## config.mk

```make
export PLATFORM = sky130hd
export DESIGN_NAME = nbit_alu_pipe
export DESIGN_NICKNAME = d
export VERILOG_FILES = /design/src/rtl/nbit_alu_pipe_pkg.sv /design/src/rtl/nbit_alu_core.sv /design/src/rtl/nbit_alu_pipe.sv
export SDC_FILE = /design/constraint.sdc
export NUM_CORES = 1
export LEC_CHECK = 0
export CAP_MARGIN = 10
export CORE_AREA = 2 2 60 62
export DETAILED_ROUTE_END_ITERATION = 7
export DIE_AREA = 0 0 62 64
export GPL_ROUTABILITY_DRIVEN = 0
export HOLD_SLACK_MARGIN = 0.1
export PLACE_DENSITY_LB_ADDON = 0.08
export SLEW_MARGIN = 15
export SYNTH_ARGS = -nofsm -noshare
export SYNTH_HDL_FRONTEND = slang
export SYNTH_HIERARCHICAL = 1
export SYNTH_SLANG_ARGS = --single-unit
```

## constraint.sdc

```tcl
create_clock -name clk -period 3.7 [get_ports clk]
set_input_delay 0.74 -clock clk [delete_from_list [all_inputs] [get_ports clk]]
set_output_delay 0.74 -clock clk [all_outputs]
set_load 0.1 [all_outputs]
```

## src/rtl/nbit_alu_pipe_pkg.sv

```systemverilog
// Shared opcode encoding for the pipelined N-bit ALU and its combinational core.
package nbit_alu_pipe_pkg;

  localparam int OP_W = 3;

  typedef logic [OP_W-1:0] opcode_t;

  localparam opcode_t OP_AND = 3'b000;
  localparam opcode_t OP_OR  = 3'b001;
  localparam opcode_t OP_ADD = 3'b010;
  localparam opcode_t OP_NOT = 3'b011;
  localparam opcode_t OP_SUB = 3'b100;
  localparam opcode_t OP_SLT = 3'b101;
  localparam opcode_t OP_XOR = 3'b110;
  localparam opcode_t OP_NOR = 3'b111;

endpackage

```

## src/rtl/nbit_alu_core.sv

```systemverilog
// Combinational N-bit ALU: eight logic/arithmetic ops with zero, carry and signed-overflow flags.
module nbit_alu_core
  import nbit_alu_pipe_pkg::*;
#(
  parameter int n = 4
) (
  input  logic [n-1:0]    a,
  input  logic [n-1:0]    b,
  input  logic [OP_W-1:0] opcode,
  output logic [n-1:0]    result,
  output logic            zero,
  output logic            carry,
  output logic            ovf
);

  logic [n:0] sum;
  logic [n:0] diff;
  logic       add_ovf;
  logic       sub_ovf;
  logic       lt;

  // Dedicated n+1-bit adders; bit n of diff is the no-borrow indication.
  assign sum  = {1'b0, a} + {1'b0, b};
  assign diff = {1'b0, a} + {1'b0, ~b} + {{n{1'b0}}, 1'b1};

  assign add_ovf = (a[n-1] == b[n-1]) && (sum[n-1] != a[n-1]);
  assign sub_ovf = (a[n-1] != b[n-1]) && (diff[n-1] != a[n-1]);

  // Signed less-than: the sign of a-b is only trustworthy when the subtract did not overflow.
  assign lt = diff[n-1] ^ sub_ovf;

  always_comb begin
    result = '0;
    carry  = 1'b0;
    ovf    = 1'b0;
    case (opcode)
      OP_AND: result = a & b;
      OP_OR:  result = a | b;
      OP_ADD: begin
        result = sum[n-1:0];
        carry  = sum[n];
        ovf    = add_ovf;
      end
      OP_NOT: result = ~a;
      OP_SUB: begin
        result = diff[n-1:0];
        carry  = diff[n];
        ovf    = sub_ovf;
      end
      OP_SLT: result = {{(n-1){1'b0}}, lt};
      OP_XOR: result = a ^ b;
      OP_NOR: result = ~(a | b);
      default: result = '0;
    endcase
  end

  assign zero = (result == '0);

endmodule

```

## src/rtl/nbit_alu_pipe.sv

```systemverilog
// Two-stage elastic valid/ready pipeline around nbit_alu_core, with a wrapping count of consumed results.
module nbit_alu_pipe
  import nbit_alu_pipe_pkg::*;
#(
  parameter int n     = 4,
  parameter int CNT_W = 8
) (
  input  logic             clk,
  input  logic             rst,
  input  logic             in_valid,
  output logic             in_ready,
  input  logic [n-1:0]     op_a,
  input  logic [n-1:0]     op_b,
  input  logic [OP_W-1:0]  opcode,
  output logic             out_valid,
  input  logic             out_ready,
  output logic [n-1:0]     result,
  output logic             flag_zero,
  output logic             flag_carry,
  output logic             flag_ovf,
  output logic [CNT_W-1:0] done_count
);

  logic [n-1:0]    s1_a;
  logic [n-1:0]    s1_b;
  logic [OP_W-1:0] s1_op;
  logic            s1_valid;
  logic            s2_valid;

  logic [n-1:0]    core_result;
  logic            core_zero;
  logic            core_carry;
  logic            core_ovf;

  logic            s1_load;
  logic            s2_load;
  logic            out_xfer;

  assign s2_load   = s1_valid & (~s2_valid | out_ready);
  assign s1_load   = in_valid & (~s1_valid | s2_load);
  assign in_ready  = ~s1_valid | ~s2_valid | out_ready;
  assign out_valid = s2_valid;
  assign out_xfer  = s2_valid & out_ready;

  nbit_alu_core #(
    .n (n)
  ) u_core (
    .a      (s1_a),
    .b      (s1_b),
    .opcode (s1_op),
    .result (core_result),
    .zero   (core_zero),
    .carry  (core_carry),
    .ovf    (core_ovf)
  );

  always_ff @(posedge clk) begin
    if (rst) begin
      s1_a       <= '0;
      s1_b       <= '0;
      s1_op      <= '0;
      s1_valid   <= 1'b0;
      s2_valid   <= 1'b0;
      result     <= '0;
      flag_zero  <= 1'b0;
      flag_carry <= 1'b0;
      flag_ovf   <= 1'b0;
      done_count <= '0;
    end else begin
      if (s1_load) begin
        s1_a  <= op_a;
        s1_b  <= op_b;
        s1_op <= opcode;
      end

      if (s1_load)
        s1_valid <= 1'b1;
      else if (s2_load)
        s1_valid <= 1'b0;

      // Output registers only change when a new result moves in, so a stalled result stays put.
      if (s2_load) begin
        result     <= core_result;
        flag_zero  <= core_zero;
        flag_carry <= core_carry;
        flag_ovf   <= core_ovf;
        s2_valid   <= 1'b1;
      end else if (out_ready) begin
        s2_valid <= 1'b0;
      end

      if (out_xfer)
        done_count <= done_count + CNT_W'(1);
    end
  end

endmodule

```

## Word level (Yosys, flattened, before mapping)

Index checks and enable logic that the tools add are counted.

| word-level totals | value |
|---|---|
| logic and storage cells | 54 |
| output and inout port bits | 17 |
| input port bits | 15 |
| register bits after elaboration | 28 |

| operators by class | value |
|---|---|
| reductions and logical operators | 6 |
| equality and inequality tests | 11 |
| multiplexer cells | 7 |
| add/sub/neg operators | 4 |
| bitwise operators | 16 |

Operators by type and width:

| cell | number |
|---|---|
| 4-bit case mux with 8 select lines | 1 |
| 3-bit == test, second input constant | 4 |
| 4-bit inverter | 3 |
| 4-bit by 4-bit adder with 5-bit output | 2 |
| 8-bit by 1-bit adder with 8-bit output, second input constant | 1 |
| 3-bit by 2-bit == test with 1-bit output, second input constant | 2 |
| 5-bit by 1-bit adder with 5-bit output, second input constant | 1 |
| 4-bit AND | 1 |
| 4-bit zero test | 1 |
| 1-bit 2-to-1 mux | 4 |
| 1-bit OR | 4 |
| 4-bit OR | 1 |
| 1-bit case mux with 2 select lines | 2 |
| 2-bit nonzero test | 2 |
| 4-bit XOR | 1 |
| 1-bit AND | 3 |
| 3-bit by 1-bit == test with 1-bit output, second input constant | 1 |
| 3-bit zero test | 1 |
| 1-bit inequality test | 3 |
| 1-bit logical AND | 2 |
| 1-bit inverter | 2 |
| 1-bit == test | 1 |
| 1-bit XOR | 1 |

## Longest topological paths before layout

| depth | value |
|---|---|
| depth in word-level cells | 8 |
| gate-level depth with buffers | 12 |
| mapped depth without buffers | 12 |

## Modules after synthesis

Netlist, hierarchy kept.

By module, submodules not included:

| module | cells each | times used | area each (µm²) | seq. area each (µm²) |
|---|---|---|---|---|
| nbit_alu_pipe | 131 | 1 | 1107.3 | 560.5 |
| nbit_alu_core | 86 | 1 | 653.1 | 0.0 |

## Worst setup path after synthesis

Ideal clock, no wire load.

| timing | value |
|---|---|
| path kind | reg2out |
| start | reg s2_valid (netlist: out_valid) |
| end | out in_ready |
| setup slack | 1.300 ns |
| required time | 2.960 ns |
| arrival | 1.660 ns |
| buffers on the path | 1 |
| cell stages (with the launch flop) | 4 |
| path through | dfxtp_1 > and3b_2 > inv_1 > buf_4 |

| between the ends | value |
|---|---|
| cells in the longest elaborated chain, start to end | 3 |

RTL lines:

| item | line | text |
|---|---|---|
| from (decl) | nbit_alu_pipe.sv:28 | `logic s2_valid;` |
| from (signal assigned) | nbit_alu_pipe.sv:63 | `s2_valid <= 1'b0;` |
| from (signal assigned) | nbit_alu_pipe.sv:87 | `s2_valid <= 1'b1;` |
| from (signal assigned) | nbit_alu_pipe.sv:89 | `s2_valid <= 1'b0;` |
| 1-bit inverter | nbit_alu_pipe.sv:41 | `assign in_ready = ~s1_valid \| ~s2_valid \| out_ready;` |
| 1-bit OR (2 in series) | nbit_alu_pipe.sv:41 |  |
| to (decl) | nbit_alu_pipe.sv:11 | `output logic in_ready,` |

Every way passes these cells.

## Final worst setup path

| timing | value |
|---|---|
| start | in out_ready |
| end | out in_ready |

| between the ends | value |
|---|---|
| cells in the longest elaborated chain, start to end | 1 |

RTL lines:

| item | line | text |
|---|---|---|
| from (decl) | nbit_alu_pipe.sv:16 | `input logic out_ready,` |
| 1-bit OR | nbit_alu_pipe.sv:41 |  |

Every way passes these cells.

==> impl_metrics.toml <==
[run_status]
status = "completed"

[worst_setup_path]
crit_fanout = 13
max_stage_delay_ns = 0.61
end_kind = "output port"
arrival_ns = 2.22
path_delay_family = "buffers and inverters"
worstPathRequired_ns = 2.96
path_class = "primary input to output port"
crit_buf_inv = 3
critPathLaunchType = "primary input"
cp_slowest_cell = "clkdlybuf4s50_1"
crit_chain = "clkdlybuf4s50_1 -> and3b_2 -> inv_1 -> buf_12"

[synth]
synthTopCellsByArea = "dfxtp_1, ha_1, a21oi_1"
synth.most_common_cell = "a21oi_1"
synth_edf_count = 0
yosys-top-cells-count = "a21oi_1, dfxtp_1, nand3_1"
ys_types = 43
netlist_instances = 217
synth_top_area_cell = "dfxtp_1"
synthAdderAreaFrac_pct = 12.7
synth_warnings = 6
synth_ff_type = "dfxtp_1"
async_reset_ff_share_pct = 0
synth_top_family_by_area = "compound AO/OA/AOI/OAI gates"
synth.area.mux_share_pct = 3.84
yosysSeqAreaShare_pct = 31.8
yosys.area_share.simple_pct = 20.0
synth_xor_area_share_pct = 2.49
synth_top_area_share_pct = 31.8
netlist_area_um2 = 1760
synth_compound_area_share_pct = 22.2
syn_area_per_cell_um2 = 8.11
synth-seq-cells = 28
syn_nets = 248

[final_layout]
area_growth_pct = 19.5
fin_cells = 284
nets = 270
antennaDiodeCount = 0
drive_gt1_share_pct = 5.46

[detailed_routing]
drc_errors = 0
wire_per_inst_um = 13.6
via_per_inst = 5.76
wl_mm = 3.86
vias = 1636
detail-route-antenna-nets = 0
drtIter0Drc = 137
dr.pass1.iters = 5

[worst_hold_path]
hp-class = "register to register"

[cts]
clock-sinks = 28
cts_made_buffers = 3
cts_max_level = 1
postCtsSetupBuffers = 0
path_clk_slew_ns = 0.15
clock_latency_ns = 0.33
cts_root_buf = "clkbuf_4"
cts_buffer_depth = 2
cts_resized = 0
cts_tree = "done"
hold_buffers = 0

[timing]
max_clock_freq_mhz = 338
finalCritPeriodShare_pct = 80.0
drv_slew = 0
post-route-min-period_ns = 2.96
rsz0062_at_grt = "false"
slew_headroom_pct = 33.9
worstMarginPinSlew_ns = 0.989
setup_viol = 0
hold_violations = 0
setup_tns_ns = 0
fin_worst_skew_ns = 0.0117

[placed_design]
place_inst = 280
io_buffers = 31
dpl.hpwl_mm = 2.95

[pwr]
p_per_area_nw_per_um2 = 304
p_leak_nw = 0.767
irDropWorstVdd_uv = 223

[global_route]
antenna_found_initial = 0
grt_max_degree = 29
grt_pass1_wl_mm = 6.73
grt_pass1_vias = 1547
grt_overflow = 0
grt_usage_pct = 21.9

[floorplan]
ioPinCount = 32
design.die.area_um2 = 3970
die_x_um = 62
die_y_um = 64
initial_core_util_pct = 53.6
core_um2 = 3280
rows = 21

[flow_run]
maxCapViolations = 0
==> registers in the layout, indices dropped and copies added (netlist names), 3 cells and up <==
signal and count:
result 4, done_count 8, s1_op 3, s1_a 4
s1_b 4
==> path summary, 6_finish.rpt <==
check | startpoint | end | slack (ns) | depth (start not counted)
worst min-delay path | flag_carry$_SDFFE_PP0P_ | flag_carry$_SDFFE_PP0P_ | 0.49 | 2
worst max-delay path | out_ready | in_ready | 0.74 | 4
worst min register to register | flag_carry$_SDFFE_PP0P_ | flag_carry$_SDFFE_PP0P_ | 0.49 | 2
worst max register to register | s1_a[1]$_SDFFE_PP0P_ | flag_zero$_SDFFE_PP0P_ | 1.21 | 12
==> cells by family (layout without fill, tap and decap cells) <==
kind of cell    Yosys count  count (layout)
fa+ha+maj                16              16
xor+xnor                  5               5
buf+inv                  28              49
compound gates           70              70
mux                       5               5
simple gates             65              65
flops                    28              28
==> layer usage <==
layer | up-vias | global-route usage (%) | wire [um]
li1 | 812 | - | -
met1 | 767 | 29.8 | 1750
met2 | 53 | 35.2 | 1890
met3 | 4 | 3.64 | 181
met4 | 0 | 5.59 | 39
met5 | - | 0 | 0
==> placed cells by master (no fill, tap or decap), types with 2 or more instances in the layout <==
master and n:
o31ai_1 3, xor2_1 2, nand2b_1 2, clkbuf_4 3
or4_1 3, nand2_1 8, ha_1 13, and3_1 2
dfxtp_1 28, mux2i_1 3, or3_1 3, nor2_1 13
xnor2_1 3, a21o_1 2, clkdlybuf4s50_1 30, fa_1 3
o21ai_0 22, o21bai_1 2, a21oi_1 32, nand3_1 24
o22ai_1 3, inv_1 14
==> power by group <==
part	leakage [nW]	switching (mW)	internal [mW]	total [mW]
Sequential	0.228	0.0198	0.313	0.333
Combinational	0.517	0.0923	0.0656	0.158
Clock	0.0210	0.0893	0.0602	0.150
==> tightest hold or removal path: stages, from the launching register on <==
cell and delay, ns:
dfxtp_1 0.34, o21ai_0 0.06, a21oi_1 0.06
==> area by class of cell <==
type                    count  area, um^2
fillers                   310        1180
multi-input cells         161        1080
flip-flops and latches     28         561
repair buffers             31         320
well taps                  46        57.6
inverters                  14        52.6
clock buffers               4        36.3
==> per-stage QoR <==
step	setup slack, ns	utilization [%]	hold slack (ns)	area [um^2]	power (mW)
2_1_floorplan	1.30	-	0.450	1760	0.454
3_3_place_gp	0.768	63.0	0.463	2070	0.490
3_5_place_dp	0.738	63.0	0.469	2070	0.497
4_1_cts	0.734	64.1	0.489	2100	0.643
5_1_grt	0.659	64.1	0.508	2100	0.676
6_report	0.740	64.1	0.490	2100	0.641
(Power assumes the default switching activity.)
